**config.mk**
```make
export PLATFORM = sky130hd
export DESIGN_NAME = rgb2gray
export DESIGN_NICKNAME = d
export VERILOG_FILES = /design/src/rtl/rgb2gray.sv
export SDC_FILE = /design/constraint.sdc
export NUM_CORES = 1
export LEC_CHECK = 0
export BUFFER_PORTS_ARGS = -buffer_cell sky130_fd_sc_hd__buf_2
export CORE_ASPECT_RATIO = 0.8
export CORE_MARGIN = 3
export CORE_UTILIZATION = 60
export CTS_CLUSTER_SIZE = 28
export DETAILED_ROUTE_END_ITERATION = 10
export PLACE_DENSITY = 0.82
export SLEW_MARGIN = 20
export SYNTH_ARGS = -nofsm -noshare
export SYNTH_HDL_FRONTEND = slang
export SYNTH_SLANG_ARGS = --single-unit
```
**constraint.sdc**
```tcl
create_clock -name clk -period 3.1 [get_ports clk]
set_clock_uncertainty 0.05 [all_clocks]
set_input_delay 0.62 -clock clk [delete_from_list [all_inputs] [get_ports clk]]
set_output_delay 0.62 -clock clk [all_outputs]
set_load 0.01 [all_outputs]
```
**src/rtl/rgb2gray.sv**
```systemverilog
// Streams a 128x128 RGB image from three plane memories and writes the luma plane:
// Y = (77R + 150G + 29B + 128) >> 8. The pipeline accepts one pixel per cycle and has three stages.
module rgb2gray (
    input  logic        clk,
    input  logic        reset,
    input  logic        start,
    output logic [13:0] addr_r,
    output logic [13:0] addr_g,
    output logic [13:0] addr_b,
    input  logic [7:0]  rdata_r,
    input  logic [7:0]  rdata_g,
    input  logic [7:0]  rdata_b,
    output logic        wr_y,
    output logic [13:0] addr_y,
    output logic [7:0]  wdata_y,
    output logic        busy,
    output logic        done
);

    localparam logic [13:0] LAST_ADDR = 14'd16383;

    typedef enum logic [1:0] {IDLE, RUN, FLUSH, DONE} state_t;

    state_t      state;
    logic [13:0] rd_addr;
    logic        rd_valid;   // rd_addr holds an address whose data arrives this cycle
    logic        s1_valid;
    logic [13:0] s1_tag;
    logic [15:0] prod_r, prod_g, prod_b;
    logic [15:0] sum_rnd;

    assign addr_r = rd_addr;
    assign addr_g = rd_addr;
    assign addr_b = rd_addr;

    // Worst case is 255*256 + 128 = 65408, so the rounded sum fits in 16 bits.
    assign sum_rnd = prod_r + prod_g + prod_b + 16'd128;

    // NOTE: product registers carry data only, and s1_valid qualifies them. Leaving them
    // out of reset keeps the reset tree small, and a stale value is never written.
    always_ff @(posedge clk) begin
        if (rd_valid) begin
            prod_r <= 16'(rdata_r) * 16'd77;
            prod_g <= 16'(rdata_g) * 16'd150;
            prod_b <= 16'(rdata_b) * 16'd29;
        end
    end

    // NOTE: every state register uses non-blocking assignment. Each stage then reads
    // its neighbour's value from before the clock edge, which is how the pipeline works.
    always_ff @(posedge clk or posedge reset) begin
        if (reset) begin
            state    <= IDLE;
            rd_addr  <= '0;
            rd_valid <= 1'b0;
            s1_valid <= 1'b0;
            s1_tag   <= '0;
            wr_y     <= 1'b0;
            addr_y   <= '0;
            wdata_y  <= '0;
            busy     <= 1'b0;
            done     <= 1'b0;
        end else begin
            s1_valid <= rd_valid;
            if (rd_valid)
                s1_tag <= rd_addr;
            wr_y <= s1_valid;
            if (s1_valid) begin
                addr_y  <= s1_tag;
                wdata_y <= sum_rnd[15:8];
            end

            case (state)
                IDLE, DONE: begin
                    if (start) begin
                        state    <= RUN;
                        rd_addr  <= '0;
                        rd_valid <= 1'b1;
                        busy     <= 1'b1;
                        done     <= 1'b0;
                    end
                end
                RUN: begin
                    if (rd_addr == LAST_ADDR) begin
                        state    <= FLUSH;
                        rd_addr  <= '0;
                        rd_valid <= 1'b0;
                    end else begin
                        rd_addr <= rd_addr + 14'd1;
                    end
                end
                FLUSH: begin
                    if (wr_y && addr_y == LAST_ADDR) begin
                        state <= DONE;
                        busy  <= 1'b0;
                        done  <= 1'b1;
                    end
                end
                default: state <= IDLE;
            endcase
        end
    end

endmodule
```
# After elaboration in Yosys (flattened, before gate mapping)
# Cells that the tools add are included.
[classes] add_sub_neg=4 n_mul=3 eq_ne=8 n_mux=15 reduce_logical=9
[op_table] op="multiplier 8 x 7 -> 15 bit (second input constant)" n=2
[op_table] op="equality test 14 bit (second input constant)" n=2
[op_table] op="2-to-1 mux 14 bit" n=2
[op_table] op="one-hot mux 14 bit (2 select lines)" n=1
[op_table] op="adder 15 x 16 -> 16 bit" n=1
[op_table] op="adder 16 x 13 -> 16 bit" n=1
[op_table] op="adder 16 x 8 -> 16 bit (second input constant)" n=1
[op_table] op="adder 14 x 1 -> 14 bit (second input constant)" n=1
[op_table] op="multiplier 8 x 5 -> 13 bit (second input constant)" n=1
[op_table] op="AND reduction 3 bit" n=3
[op_table] op="2-to-1 mux 2 bit" n=3
[op_table] op="inequality test 2 bit (second input constant)" n=3
[op_table] op="one-hot mux 1 bit (2 select lines)" n=3
[op_table] op="one-hot mux 2 bit (3 select lines)" n=1
[op_table] op="2-to-1 mux 1 bit" n=5
[op_table] op="equality test 2 bit (second input constant)" n=2
[op_table] op="nonzero test 2 bit" n=2
[op_table] op="equality test 2 x 1 -> 1 bit (second input constant)" n=1
[op_table] op="logical NOT 2 bit" n=1
[op_table] op="AND reduction 2 bit" n=1
[op_table] op="OR reduction 2 bit" n=1
[op_table] op="logical AND 1 bit" n=1
[totals] ff_bits=100 out_inout_bits=67 wordCells=52

# Depth between registers and ports, before layout
[logic_depth] word_depth=4 depth_mapped=13 ltp_nobuf=13

# Least setup slack after synthesis
# Ideal clock, no wire load.
[synth_path] path_kind="in2reg" from="input port rdata_b[1]" to="register prod_b[12] (data pin)" arrival_ns=3.444 t_required_ns=2.794 path_slack_ns=-0.650 stages=11 cell_sequence="inv_1 > fa_1 > inv_1 > ha_1 > fa_1 > ha_1 > a21oi_2 > o21ai_1 > or4_1 > a2111o_1 > o211a_1"
[synth_via] elab_chain_len=1
[synth_rtl] element="start: declaration" line_no="12" text="input logic [7:0] rdata_b,"
[synth_rtl] element="multiplier 8 x 5 -> 13 bit" line_no="45" text="prod_b <= 16'(rdata_b) * 16'd29;"
[synth_rtl] element="end signal: assignment" line_no="45"
[synth_rtl] element="end: declaration" line_no="29" text="logic [15:0] prod_r, prod_g, prod_b;"
# No other way between the ends.
# A chain may end at the register's enable or synchronous reset.

# Worst setup path after layout
[layout_path] from="input port rdata_b[3]" to="register prod_b[12] (data pin)"
# Same word-level chain as after synthesis.

==> results.md <==
* Crit-path cells: buf_8 > inv_6 > fa_1 > inv_2 > ha_4 > inv_2 > fa_1 > inv_2 > ha_4 > nand2_2 > o21ai_2 > or4_4 > a2111o_1 > o211a_1
* Period utilisation layout at 1.15
* Clock sink count at 100
* CTS tree: done
* Setup Total Neg Slack at -1.27 ns
* Synth area leader: ha_1
* Row count at 36
* Filler Cells Inserted at 694
* Peak VDD IR at just under 0.8 mV
* First-pass GRT wire length at 30,000 um
* Final Max Tran Viols at 0
* Starting density of the core at 0.622
* Port Buffers at 93
* Final Wtd Congestion at about 0.87
* Asr flop ratio synth at 0.570
* Slew HR at 0.307
* Die H at ~110 um
* Worst-path maximum fanout at 3
* Share of the synthesized area in the top cell type at 0.210
* Final setup violation count at 10
* CP arrival at around 3.6 ns
* DR pass1 iterations at 6
* Final setup margin at -0.454 ns
* GR peak layer: met2
* Total number of yosys warnings at 0
* #FFs+latches synth at 100
* Max incr delay on CP at 0.56 ns
* Reg clk slew, reported paths at ~0.080 ns
* Failing checks: setup timing
* Post-Syn Area per Cell at approximately 11 um^2
* Met1 usage at 0.327
* DRT iter0 DRCs at ~480
* Post-Route WL at a little under 20,000 um
* Register area share after synthesis at 0.354
* CP top delay family: adder cells
* PD cells at just under 1000 mW/mm^2
* CTS max path bufs at 2
* Leakage Power at 4.94 nW
* Kind of end point of the critical path: register
* Max-capacitance violation count at 0
* Post-synth top cells: 129 x ha_1, 111 x inv_1, 57 x dfrtp_1, 43 x edfxtp_1, 38 x fa_1
* Critical Path RT at 3.16 ns
* Finished Layout Cells at roughly 1,000
* Final core utilization at 0.790
* Syn_nets at approximately 900
* Slew of the pin with the lowest slew margin at roughly 1.0 ns
* Main synth FF type: dfrtp_1
* Die area at roughly 0.014 mm^2
* Power, Total at between 9 and 10 mW
* RSZ-0062 raised after global routing: true
* Worst path bufs/invs at 5
* Worst Hold Class: in -> async
* Status: finished, violations left
* Count leader, synth: ha_1
* Initial antenna violation count at 0
* F_max at 0.281 GHz
* Core Area at ~0.012 mm^2
* Met2 Use GR at 0.462
* Setup WS pre-CTS at -0.891 ns
* Total via count in the routed design at 5,906
* CP max-delay cell: fa_1
* Die Span X at 133 um
* Post-DR vias/cell at ~5.7
* CTS Buf Count at 9
* Post-route minimum period at between 3 and 4 ns
* Largest net degree at the start of global routing at 40
* Area Overhead vs Synth at 27.0%
* Most used cell, CP: inv_2
* Synth Cell Area at 0.00768 mm^2
* Clk root buf: clkbuf_16
* Synth cell types at between 50 and 60
* Final Hold Vio Count at 0
* Fraction of final layout cells sized beyond drive strength 1 at 0.376
* Vias in the first global route at ~6,000
* CTS H-tree lvls at 3
* GRT overflow at 0
* Met3 Use GR at 0.0563
* Fin nets at 1,046
* Inst Count DP at roughly 1,000
* Most area-consuming cells after synthesis: ha_1 21%, dfrtp_1 19%, edfxtp_1 17%, fa_1 9.9%, inv_1 5.4%
* Drc violations at 0
* Post-DR wirelength/cell at roughly 19 um
* I/O pins at 94
* Crit Path Category: in -> reg
* Detailed placement HPWL at 13,400 um
* Mapped Cells at between 600 and 700
* Clock Latency Late Sink at 0.36 ns
* EDFF count, synth at 43
* ANT cells at 0
* Startpoint Class: input port
* GRT Total Usage at 0.264
* ANT nets after route at 0
[state kept, by name, indices dropped and copies added, names as in the netlist]
name and flops:
wr_y 1, s1_tag 14, addr_b 14, prod_b 13, busy 1, state 2
rd_valid 1, s1_valid 1, prod_r 15, prod_g 15, addr_y 14, done 1
wdata_y 8
[worst reg2reg max path: cells and delay by family, from the launching register on]
kind	cells	cell delay, ns
adder cells (fa/ha/maj)	3	1.19
AO/OA/AOI/OAI	4	0.84
flip-flops	1	0.39
multiplexers	1	0.28
buffers and inverters	2	0.16
XOR/XNOR	1	0.11
[metrics by stage]
stage               cell area (um^2)  hold slack [ns]
floorplan                       7940            0.391
global placement                8960            0.430
detailed placement              8960            0.444
CTS                             9550            0.393
global route                    9760            0.431
finish                          9760            0.363
[where the power goes]
group	total, mW	internal, mW	switching (mW)
clock	1.15	0.577	0.571
combinational	6.53	3.13	3.40
sequential	1.93	1.79	0.139
[final timing paths]
check,startpoint,endpoint,slack (ns),cells past startpoint
setup reg to reg,prod_r[5],wdata_y[4],-0.02,11
min in group clk,done,done,0.45,1
max in group asynchronous,reset,addr_y[3],1.97,3
hold / removal,reset,s1_tag[3],0.36,2
hold reg to reg,done,done,0.45,1
setup / recovery,rdata_b[3],prod_b[12],-0.45,14
[cell usage in the layout, fill, tap and decap left out, drive strengths merged, types with 4 or more instances in the layout]
| cell | count |
|---|---|
| edfxtp | 43 |
| nand2 | 23 |
| clkbuf | 9 |
| xnor2 | 28 |
| dfrtp | 57 |
| nor3 | 7 |
| mux2 | 34 |
| nand3 | 14 |
| o211ai | 5 |
| ha | 129 |
| nand4 | 4 |
| a21oi | 36 |
| inv | 117 |
| or3 | 5 |
| xor2 | 8 |
| mux2i | 4 |
| nor2 | 18 |
| o21ai | 24 |
| or2 | 4 |
| a21o | 12 |
| and3 | 7 |
| buf | 183 |
| fa | 38 |
[final cells by class]
cell class | instances | area [um^2] | share of cell area
inverters | 111 | 429 | 0.0440
clock inverters | 7 | 72.6 | 0.00744
multi-input cells | 447 | 4850 | 0.497
flip-flops and latches | 100 | 2720 | 0.279
repair buffers | 183 | 1250 | 0.128
clock buffers | 9 | 225 | 0.0231
well taps | 171 | 214 | 0.0219
[what timing repair did]
| item | 4_1_cts | 5_1_grt |
|---|---|---|
| pin swaps | 34 | 26 |
| gates resized for setup | 50 | 39 |
| buffers inserted | 8 | 5 |
| setup endpoints to repair | 15 | 22 |
| endpoints found under the hold margin | 0 | 0 |
| hold buffers | 0 | 0 |
[layer usage]
metal / share of wire / wire length, um
met5: 0 / 0
met4: 0.031 / 605
met3: 0.057 / 1120
met2: 0.51 / 10000
met1: 0.40 / 7750
[kinds of logic after synthesis]
group | count (synthesis) | share of synthesized area
buffers and inverters | 147 | 0.0860
xor gates and xnor gates | 36 | 0.0411
adders and majority gates | 167 | 0.309
and+or+nand+nor | 99 | 0.0653
DFF | 100 | 0.354
AOI/OAI and AO/OA | 107 | 0.0896
muxes | 38 | 0.0551
Note: power is estimated with default switching activity, not from simulation.
